$ cat config.mk
export PLATFORM = sky130hd
export DESIGN_NAME = gen_pic_sprite_flat
export DESIGN_NICKNAME = d
export VERILOG_FILES = /design/src/rtl/gen_pic_sprite_if.sv /design/src/rtl/gen_pic_sprite.sv /design/src/flat_wrapper.sv
export SDC_FILE = /design/constraint.sdc
export NUM_CORES = 1
export LEC_CHECK = 0
export CAP_MARGIN = 25
export CORE_UTILIZATION = 30
export DETAILED_ROUTE_END_ITERATION = 7
export PLACE_DENSITY = 0.47
export SKIP_CTS_REPAIR_TIMING = 1
export SLEW_MARGIN = 20
export SYNTH_ARGS = -nofsm -noshare
export SYNTH_HDL_FRONTEND = slang
export SYNTH_SLANG_ARGS = --single-unit
$ cat constraint.sdc
create_clock -name clk -period 9.3 [get_ports clk]
set_input_delay 1.86 -clock clk [delete_from_list [all_inputs] [get_ports clk]]
set_output_delay 1.86 -clock clk [all_outputs]
set_load 0.05 [all_outputs]
$ cat src/rtl/gen_pic_sprite_if.sv
// ---------------------------------------------------------------------------
// gen_pic_sprite_if
// Sprite ROM read bus between the sprite engine and its pixel ROM.
//   rom_addr : registered read address driven by the engine
//   rom_data : RGB444 word returned by the ROM, ROM_LAT cycles after rom_addr
// Modports:
//   master : sprite engine (drives rom_addr, receives rom_data)
//   slave  : sprite ROM    (receives rom_addr, drives rom_data)
// ---------------------------------------------------------------------------
interface gen_pic_sprite_if #(
  parameter int ADDR_W = 17
);
  logic [ADDR_W-1:0] rom_addr;
  logic [11:0]       rom_data;

  modport master (output rom_addr, input rom_data);
  modport slave  (input rom_addr, output rom_data);
endinterface

$ cat src/rtl/gen_pic_sprite.sv
// ---------------------------------------------------------------------------
// gen_pic_sprite
// Sprite pixel engine for the VGA path. Tests whether the scan position lies
// inside an SPR_W x SPR_H sprite whose right/bottom (exclusive) edge is at
// (pos_x, pos_y), addresses a packed multi-frame sprite ROM, sequences the
// animation frames and returns a latency-aligned RGB444 pixel plus hit flag.
//
// Ports:
//   clk          pixel clock
//   rst          asynchronous active-low reset
//   pos_x/pos_y  sprite right/bottom edge (exclusive), sampled every cycle
//   h_cnt/v_cnt  scan column/row
//   mode         0 STATIC, 1 ANIM, 2 DEAD, 3 HOLD
//   flip_h       horizontal mirror (only with SPRITE_MIRROR_EN defined)
//   rom          sprite ROM bus (master side): rom_addr out, rom_data in
//   pixel        RGB444 result, BG_COLOR on a miss or transparent texel
//   hit          sprite opaque at this pixel
// Latency from h_cnt/v_cnt to pixel/hit is 2+ROM_LAT cycles.
//
// Optional feature: define SPRITE_MIRROR_EN to add the flip_h input.
// ---------------------------------------------------------------------------
module gen_pic_sprite #(
  parameter int          SPR_W       = 44,
  parameter int          SPR_H       = 49,
  parameter int          FRAMES      = 2,
  parameter int          FRAME_TICKS = 4000000,
  parameter int          ROM_LAT     = 1,
  parameter int          ADDR_W      = 17,
  parameter logic [11:0] BG_COLOR    = 12'hFFF,
  parameter logic [11:0] KEY_COLOR   = 12'hFFF
) (
  input  logic                  clk,
  input  logic                  rst,
  input  logic [9:0]            pos_x,
  input  logic [9:0]            pos_y,
  input  logic [9:0]            h_cnt,
  input  logic [9:0]            v_cnt,
  input  logic [1:0]            mode,
`ifdef SPRITE_MIRROR_EN
  input  logic                  flip_h,
`endif
  gen_pic_sprite_if.master      rom,
  output logic [11:0]           pixel,
  output logic                  hit
);

  localparam int TW       = (FRAME_TICKS > 1) ? $clog2(FRAME_TICKS) : 1;
  localparam int FW       = $clog2(FRAMES + 1);
  localparam int FRAME_SZ = SPR_W * SPR_H;

  localparam logic [TW-1:0] TICK_LAST  = TW'(FRAME_TICKS - 1);
  localparam logic [FW-1:0] FRAME_LAST = FW'(FRAMES - 1);
  localparam logic [FW-1:0] FRAME_DEAD = FW'(FRAMES);

  typedef enum logic [1:0] {
    MODE_STATIC = 2'd0,
    MODE_ANIM   = 2'd1,
    MODE_DEAD   = 2'd2,
    MODE_HOLD   = 2'd3
  } mode_e;

  mode_e                    mode_s;
  logic [TW-1:0]            tick_r, tick_nxt_s;
  logic [FW-1:0]            frame_next_r, frame_nxt_s;
  logic [FW-1:0]            frame_disp_r, frame_sel_s;
  logic                     at_origin_s;

  logic signed [10:0]       hs_s, vs_s, px_s, py_s, x0_s, y0_s;
  logic signed [10:0]       col_s, row_s, col_eff_s;
  logic                     inside_s;
  logic [ADDR_W-1:0]        addr_s;
  logic [ADDR_W-1:0]        rom_addr_r;
  logic [ROM_LAT:0]         in_d_r;

  logic [11:0]              pixel_r, pixel_nxt_s;
  logic                     hit_r, hit_nxt_s;

  assign mode_s      = mode_e'(mode);
  assign at_origin_s = (h_cnt == 10'd0) && (v_cnt == 10'd0);
  assign rom.rom_addr = rom_addr_r;
  assign pixel       = pixel_r;
  assign hit         = hit_r;

  // Animation sequencer next state; leaving DEAD restarts the cycle at frame 0
  always_comb begin
    tick_nxt_s  = tick_r;
    frame_nxt_s = frame_next_r;
    case (mode_s)
      MODE_STATIC: begin
        tick_nxt_s  = '0;
        frame_nxt_s = '0;
      end
      MODE_ANIM: begin
        if (frame_next_r == FRAME_DEAD) begin
          tick_nxt_s  = '0;
          frame_nxt_s = '0;
        end else if (tick_r == TICK_LAST) begin
          tick_nxt_s  = '0;
          frame_nxt_s = (frame_next_r == FRAME_LAST) ? '0 : frame_next_r + FW'(1);
        end else begin
          tick_nxt_s  = tick_r + TW'(1);
        end
      end
      MODE_DEAD: begin
        frame_nxt_s = FRAME_DEAD;
      end
      MODE_HOLD: begin
        if (frame_next_r == FRAME_DEAD) begin
          tick_nxt_s  = '0;
          frame_nxt_s = '0;
        end else begin
          frame_nxt_s = frame_next_r;
        end
      end
      default: begin
        tick_nxt_s  = tick_r;
        frame_nxt_s = frame_next_r;
      end
    endcase
  end

  // Sprite window test and ROM address; 11-bit signed math lets a negative
  // origin clip instead of wrapping around the 10-bit scan range
  always_comb begin
    hs_s = $signed({1'b0, h_cnt});
    vs_s = $signed({1'b0, v_cnt});
    px_s = $signed({1'b0, pos_x});
    py_s = $signed({1'b0, pos_y});
    x0_s = px_s - $signed(11'(SPR_W));
    y0_s = py_s - $signed(11'(SPR_H));
    inside_s = (hs_s >= x0_s) && (hs_s < px_s) && (vs_s >= y0_s) && (vs_s < py_s);
    col_s = hs_s - x0_s;
    row_s = vs_s - y0_s;
`ifdef SPRITE_MIRROR_EN
    col_eff_s = flip_h ? ($signed(11'(SPR_W - 1)) - col_s) : col_s;
`else
    col_eff_s = col_s;
`endif
    // The new frame takes effect on the (0,0) pixel itself, so a screen never mixes frames
    frame_sel_s = at_origin_s ? frame_next_r : frame_disp_r;
    addr_s = ADDR_W'(frame_sel_s) * ADDR_W'(FRAME_SZ)
           + ADDR_W'($unsigned(row_s)) * ADDR_W'(SPR_W)
           + ADDR_W'($unsigned(col_eff_s));
  end

  // Output pixel selection from the ROM word and the aligned inside flag
  always_comb begin
    hit_nxt_s   = in_d_r[ROM_LAT] && (rom.rom_data != KEY_COLOR);
    pixel_nxt_s = hit_nxt_s ? rom.rom_data : BG_COLOR;
  end

  // Sequencer counters and tear-free display frame
  always_ff @(posedge clk or negedge rst) begin
    if (!rst) begin
      tick_r       <= '0;
      frame_next_r <= '0;
      frame_disp_r <= '0;
    end else begin
      tick_r       <= tick_nxt_s;
      frame_next_r <= frame_nxt_s;
      if (at_origin_s) begin
        frame_disp_r <= frame_next_r;
      end else begin
        frame_disp_r <= frame_disp_r;
      end
    end
  end

  // Stage 1 address register (held on a miss) and inside-flag delay line
  always_ff @(posedge clk or negedge rst) begin
    if (!rst) begin
      rom_addr_r <= '0;
      in_d_r     <= '0;
    end else begin
      if (inside_s) begin
        rom_addr_r <= addr_s;
      end else begin
        rom_addr_r <= rom_addr_r;
      end
      in_d_r <= {in_d_r[ROM_LAT-1:0], inside_s};
    end
  end

  // Final registered pixel and hit
  always_ff @(posedge clk or negedge rst) begin
    if (!rst) begin
      pixel_r <= BG_COLOR;
      hit_r   <= 1'b0;
    end else begin
      pixel_r <= pixel_nxt_s;
      hit_r   <= hit_nxt_s;
    end
  end

endmodule

$ cat src/flat_wrapper.sv
// flat-port wrapper written by rule: the top's interface ports become plain ports
module gen_pic_sprite_flat 
#(
  parameter int          SPR_W       = 44,
  parameter int          SPR_H       = 49,
  parameter int          FRAMES      = 2,
  parameter int          FRAME_TICKS = 4000000,
  parameter int          ROM_LAT     = 1,
  parameter int          ADDR_W      = 17,
  parameter logic [11:0] BG_COLOR    = 12'hFFF,
  parameter logic [11:0] KEY_COLOR   = 12'hFFF
)
  (clk, rst, pos_x, pos_y, h_cnt, v_cnt, mode, pixel, hit, rom_rom_addr, rom_rom_data);
  gen_pic_sprite_if #(.ADDR_W(ADDR_W)) rom_i ();
  input  logic clk;
  input  logic rst;
  input  logic [9:0] pos_x;
  input  logic [9:0] pos_y;
  input  logic [9:0] h_cnt;
  input  logic [9:0] v_cnt;
  input  logic [1:0] mode;
  output logic [11:0] pixel;
  output logic hit;
  output wire logic [$bits(rom_i.rom_addr)-1:0] rom_rom_addr;
  input wire logic [$bits(rom_i.rom_data)-1:0] rom_rom_data;
  assign rom_rom_addr = rom_i.rom_addr;
  assign rom_i.rom_data = rom_rom_data;
  gen_pic_sprite #(.SPR_W(SPR_W), .SPR_H(SPR_H), .FRAMES(FRAMES), .FRAME_TICKS(FRAME_TICKS), .ROM_LAT(ROM_LAT), .ADDR_W(ADDR_W), .BG_COLOR(BG_COLOR), .KEY_COLOR(KEY_COLOR)) u_core (.clk(clk), .rst(rst), .pos_x(pos_x), .pos_y(pos_y), .h_cnt(h_cnt), .v_cnt(v_cnt), .mode(mode), .rom(rom_i), .pixel(pixel), .hit(hit));
endmodule
==> insert_results.sql, run 1 <==
INSERT INTO impl_metrics (metric_group, metric, value, unit) VALUES
('run_status', 'outcome', 'complete, no violations', ''),
('critical_path', 'worst_path_largest_cell_delay', '0.51', 'ns'),
('final_layout', 'antenna_cells', '0', ''),
('sta', 'max_slew_margin', '0.508', ''),
('pwr', 'irDropWorstVdd', '0.000262', 'V'),
('sta', 'final_period_minus_worst_setup_slack', '7.51', 'ns'),
('drt', 'routed-via-count', '4815', ''),
('critical_path', 'critical_path.top_delay_family', 'adder cells', ''),
('pwr', 'cellPowerDensity', '412', 'mW/mm²'),
('cts', 'cts_htree_levels', '3', ''),
('drt', 'drt_first_pass_iters', '4', ''),
('die', 'floorplan.die_area', '0.0196', 'mm²'),
('critical_path', 'r2r-start', 'u_core.frame_next_r[0]$_DFFE_PN0P_', ''),
('die', 'cell_row_count', '50', ''),
('sta', 'min_period_over_period', '0.808', ''),
('final_layout', 'synthToLayoutAreaGrowth', '25.7', '%'),
('cts', 'clkTransAtPathRegs', '0.05', 'ns'),
('critical_path', 'data_arrival_at_the_endpoint_of_the_critical_path', '7.75', 'ns'),
('final_layout', 'fillerInstances', '1896', ''),
('die', 'initial_utilization', '0.306', ''),
('drt', 'wl_per_cell', '13.5', 'µm'),
('critical_path', 'timing.critical_path.slowest_stage_cell', 'sky130_fd_sc_hd__clkdlybuf4s50_1', ''),
('logic_synthesis', 'syn-instance-count', '653', ''),
('sta', 'achievable-frequency', '133', 'MHz'),
('global_route', 'first_pass_grt_wire_length', '23200', 'µm'),
('sta', 'worst-slew-pin-transition', '0.738', 'ns'),
('cts', 'cts-buffers-inserted', '9', ''),
('cts', 'clock_tree.root_cell', 'sky130_fd_sc_hd__clkbuf_16', ''),
('logic_synthesis', 'post_synth_instance_area', '0.00573', 'mm²'),
('global_route', 'number_of_global_route_vias_before_repair', '5089', ''),
('critical_path', 'crit_buf_inv', '5', ''),
('hold_path', 'hold_path.class', 'flip-flop to flip-flop', ''),
('logic_synthesis', 'synth-edff-count', '0', ''),
('logic_synthesis', 'yosysUniqueCellTypes', '59', ''),
('logic_synthesis', 'yosysWarnings', '0', ''),
('logic_synthesis', 'synth_flop_cell', 'sky130_fd_sc_hd__dfrtp_1', ''),
('logic_synthesis', 'mappedNetlistNets', '809', ''),
('sta', 'tns', '0', 'ns'),
('sta', 'fin_clk_skew', '0.00579', 'ns'),
('placement', 'buffer_ports.inserted', '85', ''),
('die', 'design.portCount', '86', ''),
('cts', 'cts_tree', 'yes', ''),
('logic_synthesis', 'synthesized_flop_and_latch_total', '58', ''),
('hold_path', 'hold_path_startpoint', 'u_core.in_d_r[0]$_DFF_PN0_', ''),
('critical_path', 'crit_type', 'primary input to flip-flop', ''),
('critical_path', 'crit_start', 'pos_y[0]', ''),
('global_route', 'gr-usage-all-layers', '0.144', ''),
('sta', 'setup_viol', '0', ''),
('drt', 'detailedRoute.firstIterationViolations', '159', ''),
('final_layout', 'mostFrequentLayoutCells', '84 x sky130_fd_sc_hd__clkdlybuf4s50_1, 82 x sky130_fd_sc_hd__ha_1, 75 x sky130_fd_sc_hd__inv_1', ''),
('die', 'dieHeight', '140', 'µm'),
('sta', 'rsz0062_at_grt', 'false', ''),
('placement', 'gp_congestion', '0.850', ''),
('drt', 'post_route_drc', '0', ''),
('global_route', 'grt_remaining_overflow', '0', ''),
('sta', 'report.final.hold_viol_count', '0', ''),
('critical_path', 'startpoint_type', 'primary input', ''),
('critical_path', 'critical_path_rt', '9.54', 'ns'),
('final_layout', 'layout_cell_share_with_drive_strength_beyond_1', '0.0613', ''),
('drt', 'detail_route.vias_per_cell', '4.89', ''),
('drt', 'route.final.wire_length', '13300', 'µm'),
('critical_path', 'worst-path-max-fanout', '6', ''),
('sta', 'final_max_slew_violation_count', '0', ''),
('flow_run', 'cap_viol_max_count', '0', ''),
('cts', 'clock_sink_count', '58', ''),
('logic_synthesis', 'mean_post_synth_cell_area', '8.77', 'µm²'),
('final_layout', 'layout_commonest_cell', 'sky130_fd_sc_hd__clkdlybuf4s50_1', ''),
('sta', 'layout_setup_ws', '1.79', 'ns'),
('global_route', 'grt_max_degree', '59', ''),
('placement', 'dp.final_hpwl', '10900', 'µm'),
('critical_path', 'path_common_cell', 'sky130_fd_sc_hd__ha_1', '');
## per-stage QoR
step / power [mW] / cell area, µm² / utilization / instances / hold WS (ns)
3_3_place_gp: 2.59 / 6840 / 0.365 / 967 / 0.333
4_1_cts: 3.02 / 7190 / 0.384 / 983 / 0.347
6_report: 2.96 / 7200 / 0.385 / 984 / 0.345
2_1_floorplan: 2.09 / 5730 / - / 653 / 0.331
5_1_grt: 3.32 / 7200 / 0.385 / 984 / 0.353
3_5_place_dp: 2.61 / 6840 / 0.365 / 967 / 0.336
## worst reg2reg max path, delay by kind of cell, from the launching register on
kind                     cells  cell delay (ns)
flip-flops                   1             0.41
buffers and inverters        1             0.23
adder cells (fa/ha/maj)      3             1.08
AO/OA/AOI/OAI                5             0.97
multiplexers                 1             0.28
XOR/XNOR                     1             0.16
AND/OR/NAND/NOR              2             0.42
## cell families (layout without fill, tap and decap cells)
logic type	after synthesis	in the layout	synth area share
buf+inv	83	180	0.0575
compound gates	117	117	0.134
simple gates	225	225	0.199
xor+xnor	65	65	0.102
fa+ha+maj	101	101	0.244
mux	4	4	0.00743
flops	58	58	0.256
## state kept, by name (all words and copies together), names as in the netlist
signal,cells
u_core.hit,1
u_core.pixel,12
u_core.tick_r,22
u_core.rom.rom_addr,17
u_core.frame_next_r,2
u_core.in_d_r,2
u_core.frame_disp_r,2
## per-layer routing
layer / share of wire / routed length (µm) / vias to the layer above / global-route usage
li1: - / - / 2450 / -
met1: 0.46 / 6160 / 2266 / 0.175
met2: 0.49 / 6500 / 86 / 0.263
met3: 0.035 / 468 / 13 / 0.0226
met4: 0.012 / 166 / 0 / 0.0382
met5: 0 / 0 / - / 0
## cells in the mapped netlist, drive strengths merged, types with 5 or more instances
library cell | number | area (µm²)
a31oi | 5 | 37.5
dfrtp | 46 | 1150
nand4 | 13 | 81.3
o21ai | 33 | 165
or3 | 5 | 31.3
ha | 82 | 1030
nand2b | 23 | 144
a21o | 7 | 52.6
and3 | 8 | 55.1
nor3 | 22 | 120
inv | 76 | 285
xnor2 | 37 | 324
dfstp | 12 | 315
nand3 | 26 | 130
nor4 | 10 | 62.6
fa | 18 | 360
o211ai | 6 | 45.0
xor2 | 27 | 236
a21oi | 26 | 130
nor2 | 52 | 203
nand2 | 48 | 180
o21a | 6 | 45.0
nor2b | 6 | 37.5
o31ai | 7 | 52.6
## final cells by class
cell class / count / area (µm²) / area share
Clock buffer: 11 / 253 / 0.0351
Clock inverter: 5 / 100 / 0.0139
Sequential cell: 58 / 1470 / 0.204
Multi-Input combinational cell: 512 / 3930 / 0.546
Tap cell: 234 / 293 / 0.0407
Timing Repair Buffer: 88 / 868 / 0.121
Inverter: 76 / 285 / 0.0396
## path summary, 6_finish.rpt
kind | slack, ns | to | depth (start not counted)
setup / recovery | 1.79 | u_core.rom.rom_addr[16]$_DFFE_PN0P_ | 27
setup reg to reg | 5.61 | u_core.rom.rom_addr[15]$_DFFE_PN0P_ | 13
max in group asynchronous | 7.13 | u_core.in_d_r[1]$_DFF_PN0_ | 2
hold / removal | 0.35 | u_core.in_d_r[1]$_DFF_PN0_ | 0
hold reg to reg | 0.35 | u_core.in_d_r[1]$_DFF_PN0_ | 0
min in group asynchronous | 1.70 | u_core.tick_r[19]$_DFFE_PN0P_ | 2
## power breakdown
part | leakage (nW) | switching (mW) | internal [mW]
Sequential | 0.742 | 0.0217 | 0.295
Clock | 0.176 | 0.110 | 0.275
Combinational | 2.41 | 1.29 | 0.968
Note: power is estimated with default switching activity, not from simulation.
==> run 2, diff against run 1 <==
--- a/config.mk
+++ b/config.mk
@@ -8,7 +8,7 @@
 export CAP_MARGIN = 25
 export CORE_UTILIZATION = 30
 export DETAILED_ROUTE_END_ITERATION = 7
-export PLACE_DENSITY = 0.47
+export PLACE_DENSITY = 0.49
 export SKIP_CTS_REPAIR_TIMING = 1
 export SLEW_MARGIN = 20
 export SYNTH_ARGS = -nofsm -noshare
==> constraint.sdc (replaced) <==
create_clock -name clk -period 6.1 [get_ports clk]
set_input_delay 1.22 -clock clk [delete_from_list [all_inputs] [get_ports clk]]
set_output_delay 1.22 -clock clk [all_outputs]
set_load 0.05 [all_outputs]
==> insert_results.sql, run 2 (same netlist as run 1, synthesis figures left out) <==
INSERT INTO impl_metrics (metric_group, metric, value, unit) VALUES
('run_status', 'outcome', 'complete, no violations', ''),
('final_layout', 'largest_register_ff_count', '22', ''),
('sta', 'achievable-frequency', '169', 'MHz'),
('drt', 'antenna_left', '0', ''),
('cts', 'worstSkewPairLatency', '0.32', 'ns'),
('die', 'floorplan.die_area', '0.0196', 'mm²'),
('sta', 'min_period_over_period', '0.968', ''),
('hold_path', 'hold_path.class', 'flip-flop to flip-flop', ''),
('drt', 'post_route_drc', '0', ''),
('final_layout', 'utilization', '0.446', ''),
('final_layout', 'mostFrequentLayoutCells', '110 x sky130_fd_sc_hd__buf_4, 76 x sky130_fd_sc_hd__clkdlybuf4s50_1, 68 x sky130_fd_sc_hd__inv_1', ''),
('cts', 'cts_tree', 'yes', ''),
('die', 'cell_row_count', '50', ''),
('critical_path', 'timing.critical_path.slowest_stage_cell', 'sky130_fd_sc_hd__fa_1', ''),
('final_layout', 'top_register', 'u_core.tick_r', ''),
('critical_path', 'setup.worst_path.end_class', 'flip-flop', ''),
('cts', 'cts_htree_levels', '3', ''),
('die', 'dieHeight', '140', 'µm'),
('drt', 'route.final.wire_length', '14300', 'µm'),
('global_route', 'first_pass_grt_wire_length', '23600', 'µm'),
('final_layout', 'synthToLayoutAreaGrowth', '45.8', '%'),
('final_layout', 'design.final.nets', '1006', ''),
('global_route', 'grt_max_degree', '59', ''),
('drt', 'detail_route.vias_per_cell', '4.81', ''),
('final_layout', 'fillerInstances', '1806', ''),
('final_layout', 'layout_cell_share_with_drive_strength_beyond_1', '0.240', ''),
('drt', 'wl_per_cell', '13.2', 'µm'),
('cts', 'cts-buffers-inserted', '9', ''),
('die', 'die_w', '140', 'µm'),
('pwr', 'totalPowerFinal', '5.99', 'mW'),
('sta', 'final_period_minus_worst_setup_slack', '5.90', 'ns'),
('critical_path', 'startpoint_type', 'primary input', ''),
('cts', 'clock_tree.root_cell', 'sky130_fd_sc_hd__clkbuf_16', ''),
('drt', 'routed-via-count', '5239', ''),
('global_route', 'antenna_found_initial', '0', ''),
('flow_run', 'cap_viol_max_count', '0', ''),
('pwr', 'irDropWorstVdd', '0.000407', 'V'),
('global_route', 'global_route.peak_usage_layer', 'met2', ''),
('critical_path', 'data_arrival_at_the_endpoint_of_the_critical_path', '6.14', 'ns'),
('global_route', 'grt_remaining_overflow', '0', ''),
('die', 'design.portCount', '86', ''),
('die', 'core', '0.0187', 'mm²'),
('critical_path', 'critical_path_rt', '6.33', 'ns'),
('critical_path', 'worst-path-max-fanout', '3', ''),
('global_route', 'gr-usage-all-layers', '0.147', ''),
('sta', 'report.final.hold_viol_count', '0', ''),
('sta', 'rsz0062_at_grt', 'true', ''),
('sta', 'max_slew_margin', '0.388', ''),
('cts', 'clock_sink_count', '58', ''),
('global_route', 'groute.layer.met2.usage', '0.253', ''),
('placement', 'dp.final_hpwl', '11900', 'µm'),
('critical_path', 'path_common_cell', 'sky130_fd_sc_hd__ha_4', ''),
('pwr', 'cellPowerDensity', '718', 'mW/mm²'),
('sta', 'worst-slew-pin-transition', '0.914', 'ns'),
('sta', 'final_max_slew_violation_count', '0', ''),
('placement', 'buffer_ports.inserted', '85', ''),
('critical_path', 'worst_path_largest_cell_delay', '0.47', 'ns'),
('drt', 'detailedRoute.firstIterationViolations', '185', ''),
('sta', 'fin_clk_skew', '0.00721', 'ns'),
('cts', 'clockBufferDepth', '2', ''),
('global_route', 'number_of_global_route_vias_before_repair', '5161', ''),
('global_route', 'grtUsageMet1', '0.190', ''),
('sta', 'setup_viol', '0', ''),
('critical_path', 'crit_type', 'primary input to flip-flop', ''),
('cts', 'clkTransAtPathRegs', '0.05', 'ns'),
('global_route', 'met3_usage', '0.0178', ''),
('die', 'initial_utilization', '0.306', ''),
('drt', 'drt_first_pass_iters', '4', ''),
('final_layout', 'layout_commonest_cell', 'sky130_fd_sc_hd__buf_4', ''),
('pwr', 'power_leakage', '3.93', 'nW'),
('placement', 'gp_congestion', '0.919', ''),
('final_layout', 'antenna_cells', '0', '');
[run 2: metrics by stage]
stage | instance area [µm²] | std cells | setup TNS (ns) | hold WS (ns) | worst slack [ns]
after floorplan | 5810 | 653 | -0.0448 | 0.331 | -0.0448
after global placement | 7650 | 1065 | -3.18 | 0.332 | -0.638
after detailed placement | 7650 | 1065 | -3.75 | 0.336 | -0.732
after CTS | 8020 | 1081 | -1.53 | 0.344 | -0.405
after global routing | 8350 | 1089 | -0.172 | 0.346 | -0.118
final | 8350 | 1089 | 0 | 0.342 | 0.195
[run 2: area by class of cell]
type,count,area [µm²],share of cell area
clock buffer,11,243,0.0291
clock inverter,5,125,0.0150
inverter,76,290,0.0348
sequential,58,1470,0.176
tap,234,293,0.0351
multi-input combinational,512,4270,0.512
timing repair buffer,193,1660,0.199
[run 2: worst paths after layout]
check | from | slack (ns) | depth (start not counted) | to
setup / recovery | pos_y[0] | 0.20 | 28 | u_core.rom.rom_addr[16]$_DFFE_PN0P_
max in group asynchronous | rst | 4.56 | 2 | u_core.rom.rom_addr[9]$_DFFE_PN0P_
hold reg to reg | u_core.in_d_r[0]$_DFF_PN0_ | 0.34 | 0 | u_core.in_d_r[1]$_DFF_PN0_
min in group asynchronous | rst | 1.05 | 2 | u_core.hit$_DFF_PN0_
hold / removal | u_core.in_d_r[0]$_DFF_PN0_ | 0.34 | 0 | u_core.in_d_r[1]$_DFF_PN0_
setup reg to reg | u_core.frame_next_r[0]$_DFFE_PN0P_ | 2.63 | 13 | u_core.rom.rom_addr[13]$_DFFE_PN0P_
[run 2: report_power, final]
part	switching [mW]	total (mW)	internal (mW)
logic	2.31	4.89	2.59
clock network	0.166	0.616	0.450
registers	0.0339	0.483	0.449
[run 2: worst max-delay path, delay by kind of cell]
family	cells	cell delay [ns]
fa+ha+maj	7	1.85
simple gates	9	1.44
compound gates	5	0.89
xor+xnor	3	0.47
buf+inv	4	0.28
[run 2: per-layer routing]
layer	wire, µm	vias up	share of wire
met1	6680	2443	0.47
met4	238	0	0.017
met3	492	18	0.034
met2	6930	109	0.48
li1	-	2669	-
met5	0	-	0
==> run 3, diff against run 2 <==
--- a/config.mk
+++ b/config.mk
@@ -7,7 +7,9 @@
 export LEC_CHECK = 0
 export CAP_MARGIN = 25
 export CORE_UTILIZATION = 30
+export CTS_CLUSTER_DIAMETER = 60
 export DETAILED_ROUTE_END_ITERATION = 7
+export GPL_TIMING_DRIVEN = 0
 export PLACE_DENSITY = 0.49
 export SKIP_CTS_REPAIR_TIMING = 1
 export SLEW_MARGIN = 20
==> insert_results.sql, run 3 (same netlist as run 1, synthesis figures left out) <==
INSERT INTO impl_metrics (metric_group, metric, value, unit) VALUES
('placement', 'dp.final_hpwl', '11400', 'µm'),
('placement', 'place.detailed.instances', '973', ''),
('drt', 'post_route_drc', '0', ''),
('die', 'dieHeight', '140', 'µm'),
('die', 'core', '0.0187', 'mm²'),
('pwr', 'switchingPower', '2.40', 'mW'),
('placement', 'dp_worst_setup_slack', '-1.01', 'ns'),
('critical_path', 'setup.worst_path.end_class', 'flip-flop', ''),
('sta', 'achievable-frequency', '164', 'MHz'),
('final_layout', 'mostFrequentLayoutCells', '75 x sky130_fd_sc_hd__clkdlybuf4s50_1, 67 x sky130_fd_sc_hd__inv_1, 65 x sky130_fd_sc_hd__ha_1', ''),
('final_layout', 'layout_commonest_cell', 'sky130_fd_sc_hd__clkdlybuf4s50_1', ''),
('pwr', 'clockPowerShare', '0.101', ''),
('pwr', 'p_comb_frac', '0.808', ''),
('critical_path', 'crit_type', 'primary input to flip-flop', ''),
('final_layout', 'seqCellArea', '0.00147', 'mm²'),
('pwr', 'seq_power_share', '0.091', ''),
('drt', 'drt_first_pass_iters', '4', ''),
('die', 'floorplan.die_area', '0.0196', 'mm²'),
('final_layout', 'fillerInstances', '1836', ''),
('pwr', 'irDropWorstVdd', '0.000497', 'V'),
('global_route', 'grt_max_degree', '59', ''),
('global_route', 'gr-usage-all-layers', '0.141', ''),
('cts', 'cts_tree', 'yes', ''),
('global_route', 'first_pass_grt_wire_length', '22700', 'µm'),
('cts', 'clockBufferDepth', '2', ''),
('final_layout', 'design.final.nets', '925', ''),
('critical_path', 'startpoint_type', 'primary input', ''),
('pwr', 'power_leakage', '3.53', 'nW'),
('final_layout', 'layoutNonFillerInstCount', '1008', ''),
('critical_path', 'data_arrival_at_the_endpoint_of_the_critical_path', '6.32', 'ns'),
('run_status', 'outcome', 'complete, no violations', ''),
('placement', 'gp_congestion', '0.861', ''),
('pwr', 'internal_power', '2.87', 'mW'),
('final_layout', 'layout_cell_share_with_drive_strength_beyond_1', '0.165', ''),
('hold_path', 'hold_path.class', 'flip-flop to flip-flop', ''),
('die', 'die_w', '140', 'µm'),
('die', 'cell_row_count', '50', ''),
('sta', 'final_max_slew_violation_count', '0', ''),
('die', 'initial_utilization', '0.306', ''),
('sta', 'min_period_over_period', '0.999', ''),
('final_layout', 'synthToLayoutAreaGrowth', '35.7', '%'),
('final_layout', 'multi_input_area', '0.00432', 'mm²'),
('die', 'design.portCount', '86', ''),
('sta', 'fin_clk_skew', '0.00328', 'ns'),
('sta', 'final_period_minus_worst_setup_slack', '6.09', 'ns'),
('cts', 'worstSkewPairLatency', '0.32', 'ns'),
('flow_run', 'cap_viol_max_count', '0', ''),
('final_layout', 'top_register', 'u_core.tick_r', ''),
('drt', 'wl_per_cell', '13.8', 'µm'),
('final_layout', 'stdcell_area', '0.00777', 'mm²'),
('critical_path', 'worst-path-max-fanout', '4', ''),
('cts', 'clock_tree.root_cell', 'sky130_fd_sc_hd__clkbuf_16', ''),
('drt', 'detailedRoute.firstIterationViolations', '132', ''),
('pwr', 'cellPowerDensity', '679', 'mW/mm²'),
('final_layout', 'largest_register_ff_count', '22', ''),
('cts', 'clock_sink_count', '58', ''),
('sta', 'rsz0062_at_grt', 'true', ''),
('drt', 'antenna_left', '0', ''),
('pwr', 'totalPowerFinal', '5.27', 'mW'),
('pwr', 'p_sw_frac', '0.455', ''),
('drt', 'detail_route.vias_per_cell', '4.87', ''),
('sta', 'layout_setup_ws', '0.00642', 'ns'),
('sta', 'max_slew_margin', '0.455', ''),
('sta', 'worst-slew-pin-transition', '0.815', 'ns'),
('critical_path', 'critical_path_rt', '6.33', 'ns'),
('drt', 'route.final.wire_length', '13900', 'µm'),
('global_route', 'antenna_found_initial', '0', ''),
('placement', 'postPlaceCellArea', '0.00698', 'mm²'),
('cts', 'cts-buffers-inserted', '9', ''),
('placement', 'buffer_ports.inserted', '85', ''),
('sta', 'holdWs', '0.367', 'ns'),
('drt', 'routed-via-count', '4912', ''),
('final_layout', 'antenna_cells', '0', ''),
('global_route', 'grt_remaining_overflow', '0', ''),
('sta', 'setup_viol', '0', ''),
('cts', 'cts_htree_levels', '3', ''),
('global_route', 'number_of_global_route_vias_before_repair', '4855', ''),
('cts', 'clkTransAtPathRegs', '0.05', 'ns'),
('sta', 'report.final.hold_viol_count', '0', '');
[run 3: cell count changes in the layout (fill, tap and decap cells not counted), moves of 2 or more]
cell                        previous run  this run
sky130_fd_sc_hd__nand3_1              22        24
sky130_fd_sc_hd__ha_4                  9        12
sky130_fd_sc_hd__clkbuf_1              1         4
sky130_fd_sc_hd__a21oi_2               2         5
sky130_fd_sc_hd__ha_1                 67        65
sky130_fd_sc_hd__nand3_2               3         1
sky130_fd_sc_hd__a21oi_1              23        21
sky130_fd_sc_hd__buf_6                 0         3
sky130_fd_sc_hd__buf_4               110        20
sky130_fd_sc_hd__nor3_2                2         4
sky130_fd_sc_hd__xnor2_1              35        33
sky130_fd_sc_hd__bufinv_16             4         2
[run 3: power by group through the flow]
stage	combinational [mW]	clock [mW]	sequential, mW
after floorplan	2.69	0	0.677
after global placement	3.58	0	0.483
after detailed placement	3.60	0	0.486
after CTS	3.65	0.545	0.480
after global routing	4.76	0.564	0.488
final	4.26	0.535	0.478
[run 3: through the flow]
step	util	TNS, ns
floorplan	-	-0.0448
global placement	0.372	-5.13
detailed placement	0.373	-5.46
CTS	0.390	-2.91
global route	0.415	-0.646
finish	0.415	0
[run 3: final cells by class]
cell class | instances | area share
Buffer | 7 | 0.00564
Clock buffer | 11 | 0.0312
Clock inverter | 5 | 0.00998
Inverter | 76 | 0.0374
Multi-Input combinational cell | 512 | 0.556
Sequential cell | 58 | 0.189
Tap cell | 234 | 0.0377
Timing Repair Buffer | 105 | 0.133
[run 3: final timing paths]
check | startpoint | end | slack (ns) | cells past startpoint
min in group asynchronous | rst | u_core.hit$_DFF_PN0_ | 0.89 | 2
max in group asynchronous | rst | u_core.pixel[5]$_DFF_PN1_ | 4.92 | 2
worst min-delay path | u_core.in_d_r[0]$_DFF_PN0_ | u_core.in_d_r[1]$_DFF_PN0_ | 0.37 | 0
worst min register to register | u_core.in_d_r[0]$_DFF_PN0_ | u_core.in_d_r[1]$_DFF_PN0_ | 0.37 | 0
worst max register to register | u_core.frame_next_r[1]$_DFFE_PN0P_ | u_core.rom.rom_addr[15]$_DFFE_PN0P_ | 2.54 | 14
worst max-delay path | pos_y[0] | u_core.rom.rom_addr[16]$_DFFE_PN0P_ | 0.006 | 28
[run 3: critical path, cell delays in order]
cell and delay, ns:
sky130_fd_sc_hd__buf_8 0.11, sky130_fd_sc_hd__inv_4 0.06, sky130_fd_sc_hd__ha_4 0.14, sky130_fd_sc_hd__nand3_4 0.09, sky130_fd_sc_hd__xnor2_4 0.16, sky130_fd_sc_hd__ha_4 0.23, sky130_fd_sc_hd__and2_4 0.14, sky130_fd_sc_hd__o21a_1 0.21
sky130_fd_sc_hd__nor3_4 0.24, sky130_fd_sc_hd__nor2b_1 0.07, sky130_fd_sc_hd__o21ai_1 0.12, sky130_fd_sc_hd__nand2b_1 0.10, sky130_fd_sc_hd__xor2_2 0.16, sky130_fd_sc_hd__ha_1 0.29, sky130_fd_sc_hd__inv_2 0.04, sky130_fd_sc_hd__fa_1 0.51
sky130_fd_sc_hd__inv_2 0.05, sky130_fd_sc_hd__ha_4 0.15, sky130_fd_sc_hd__or3_1 0.38, sky130_fd_sc_hd__o221a_4 0.23, sky130_fd_sc_hd__xor2_1 0.14, sky130_fd_sc_hd__ha_1 0.31, sky130_fd_sc_hd__ha_4 0.25, sky130_fd_sc_hd__or3_1 0.34
sky130_fd_sc_hd__o211ai_1 0.12, sky130_fd_sc_hd__nand2b_4 0.18, sky130_fd_sc_hd__nor3_2 0.04, sky130_fd_sc_hd__o31ai_1 0.23
[run 3: routing by layer]
metal | global-route usage | part of all wire | vias up
li1 | - | - | 2500
met1 | 0.185 | 0.48 | 2289
met2 | 0.244 | 0.47 | 109
met3 | 0.0191 | 0.033 | 14
met4 | 0.0376 | 0.010 | 0
met5 | 0 | 0 | -
==> patch, RTL diff (flow settings as in run 3) <==
`ADDR_W` is set to 17 in 3 places; all go to 21.
--- a/src/rtl/gen_pic_sprite_if.sv
+++ b/src/rtl/gen_pic_sprite_if.sv
@@ -10,3 +10,3 @@
 interface gen_pic_sprite_if #(
-  parameter int ADDR_W = 17
+  parameter int ADDR_W = 21
 );
--- a/src/rtl/gen_pic_sprite.sv
+++ b/src/rtl/gen_pic_sprite.sv
@@ -27,3 +27,3 @@
   parameter int          ROM_LAT     = 1,
-  parameter int          ADDR_W      = 17,
+  parameter int          ADDR_W      = 21,
   parameter logic [11:0] BG_COLOR    = 12'hFFF,
--- a/src/flat_wrapper.sv
+++ b/src/flat_wrapper.sv
@@ -8,3 +8,3 @@
   parameter int          ROM_LAT     = 1,
-  parameter int          ADDR_W      = 17,
+  parameter int          ADDR_W      = 21,
   parameter logic [11:0] BG_COLOR    = 12'hFFF,
Interface: changed (resized rom_rom_addr); port bits go from 86 to 90. The function was not compared with the original's and may differ.
==> patch against run 3 <==
The flow now finishes with violations (setup timing). Non-clock buffer count rose by 19. Clock skew rose by 0.0035 ns. Sequential share of layout area down 0.92 points. Utilization is 1.4 points higher. Synthesized cell count increased by 4.3%. Sequential cell count is 2 higher. Worst setup slack worse by 0.19 ns. Synthesized area rose by 6.4%. Final area up 8.7%. Routed wire length grew 4.7%. Highest routed layer unchanged.
Power is left out: the tool's default activity adds up to more than one toggle a clock period on the data nets, which glitch-free logic cannot reach.
==> patch: results (changes against run 3) <==
- Register area share after synthesis: 24.9% (-0.72 points)
- Final setup fails: 6 (+6)
- Critical Path End: u_core.rom.rom_addr[14]$_DFFE_PN0P_
- Initial antenna violation count: 0 (unchanged)
- DR vias/cell: 4.75 (-2.6%)
- Unique cell type count in the Yosys netlist: 68 (+15%)
- Vias: 5151 (+4.9%)
- GPL Wtd Cong: 0.780 (-9.4%)
- WL met1: 6640 um (-0.85%)
- Reg clk slew, reported paths: 0.05 ns (about the same)
- Failing checks: setup timing
- Status: finished, violations left
- Met2 routed WL: 7380 um (+12%)
- DR iter-0 viols: 73 (-45%)
- Met2 usage: 26.3% (+1.9 points)
- Worst reg-to-reg path cell count: 17 (+3)
- Cell count after synthesis: 681 (+4.3%)
- GR Util met3: 2.58% (+0.67 points)
- CP max FO: 5 (+1)
- Top post-synthesis cells by count: 87 x ha_1, 80 x inv_1, 58 x nor2_1
- HPWL after DPL: 11600 um (+2.0%)
- Largest Register: u_core.tick_r
- Met3 routed WL: 388 um (-15%)
- FF-to-FF Start: u_core.frame_next_r[0]$_DFFE_PN0P_
- Worst clock skew: 0.00678 ns (+0.00350 ns)
- Number of CTS-inserted buffers: 9 (unchanged)
- Layout net count: 970 (+4.9%)
- Grt met1 use: 17.6% (-0.91 points)
- Placed Cells: 1035 (+6.4%)
- Setup TNS: -0.535 ns (-0.535 ns)
- Top cells by area, synth: dfrtp_1 20%, ha_1 18%, xnor2_1 7.0%, dfstp_2 5.2%, inv_1 4.9%
- Slowest cell delay on critical path: 0.55 ns (+0.04 ns)
- DRT Wirelength: 14500 um (+4.7%)
- Port Buffers: 87 (+2.4%)
- Hold Slack: 0.345 ns (-0.0220 ns)
- Critical Path Start: pos_y[1]
- Worst hold path type: reg -> reg
- All-Layer GR Usage: 14.3% (+0.18 points)
- Setup slack after layout: -0.184 ns (-0.190 ns)
- Global-route wire length before repair: 24000 um (+5.6%)
- Reg2reg end: u_core.rom.rom_addr[16]$_DFFE_PN0P_
- Worst Max-Slew Pin Slew: 0.741 ns (-0.0739 ns)
- # fillers: 1968 (+7.2%)
- Share of layout cells above drive strength 1: 21.8% (+5.3 points)
- Critical path data arrival time: 6.49 ns (+0.17 ns)
- Placement Cell Area: 7520 um2 (+7.8%)
- Dpl ws: -1.27 ns (-0.252 ns)
- Flop2flop setup slack: 2.07 ns (-0.47 ns)
- Largest net degree at the start of global routing: 36 (-39%)
- Hold Crit Depth: 0 (unchanged)
patch: layout make-up:
cell class	instances	area [um2]	share of cell area, %
buffer	9	43.8	0.518
clock buffer	12	256	3.04
inverter	80	308	3.64
sequential	60	1520	18.0
clock inverter	4	47.5	0.563
tap	265	332	3.93
multi-input combinational	533	4780	56.5
timing repair buffer	122	1170	13.8
patch: worst reg2reg max path: cells and delay by family (launching register included):
kind | cells | cell delay [ns]
and+or+nand+nor | 3 | 0.41
AOI/OAI and AO/OA | 6 | 1.11
xor gates and xnor gates | 2 | 0.24
buffers and inverters | 1 | 0.20
adders and majority gates | 3 | 1.00
muxes | 2 | 0.53
DFF | 1 | 0.41
patch: logic make-up after synthesis:
family,Yosys count,share of synthesized area [%]
AND/OR/NAND/NOR,200,17.6
AO/OA/AOI/OAI,135,15.0
adder cells (fa/ha/maj),100,22.0
buffers and inverters,89,5.65
XOR/XNOR,76,11.3
flip-flops,60,24.9
multiplexers,20,3.59
other,1,0.0615
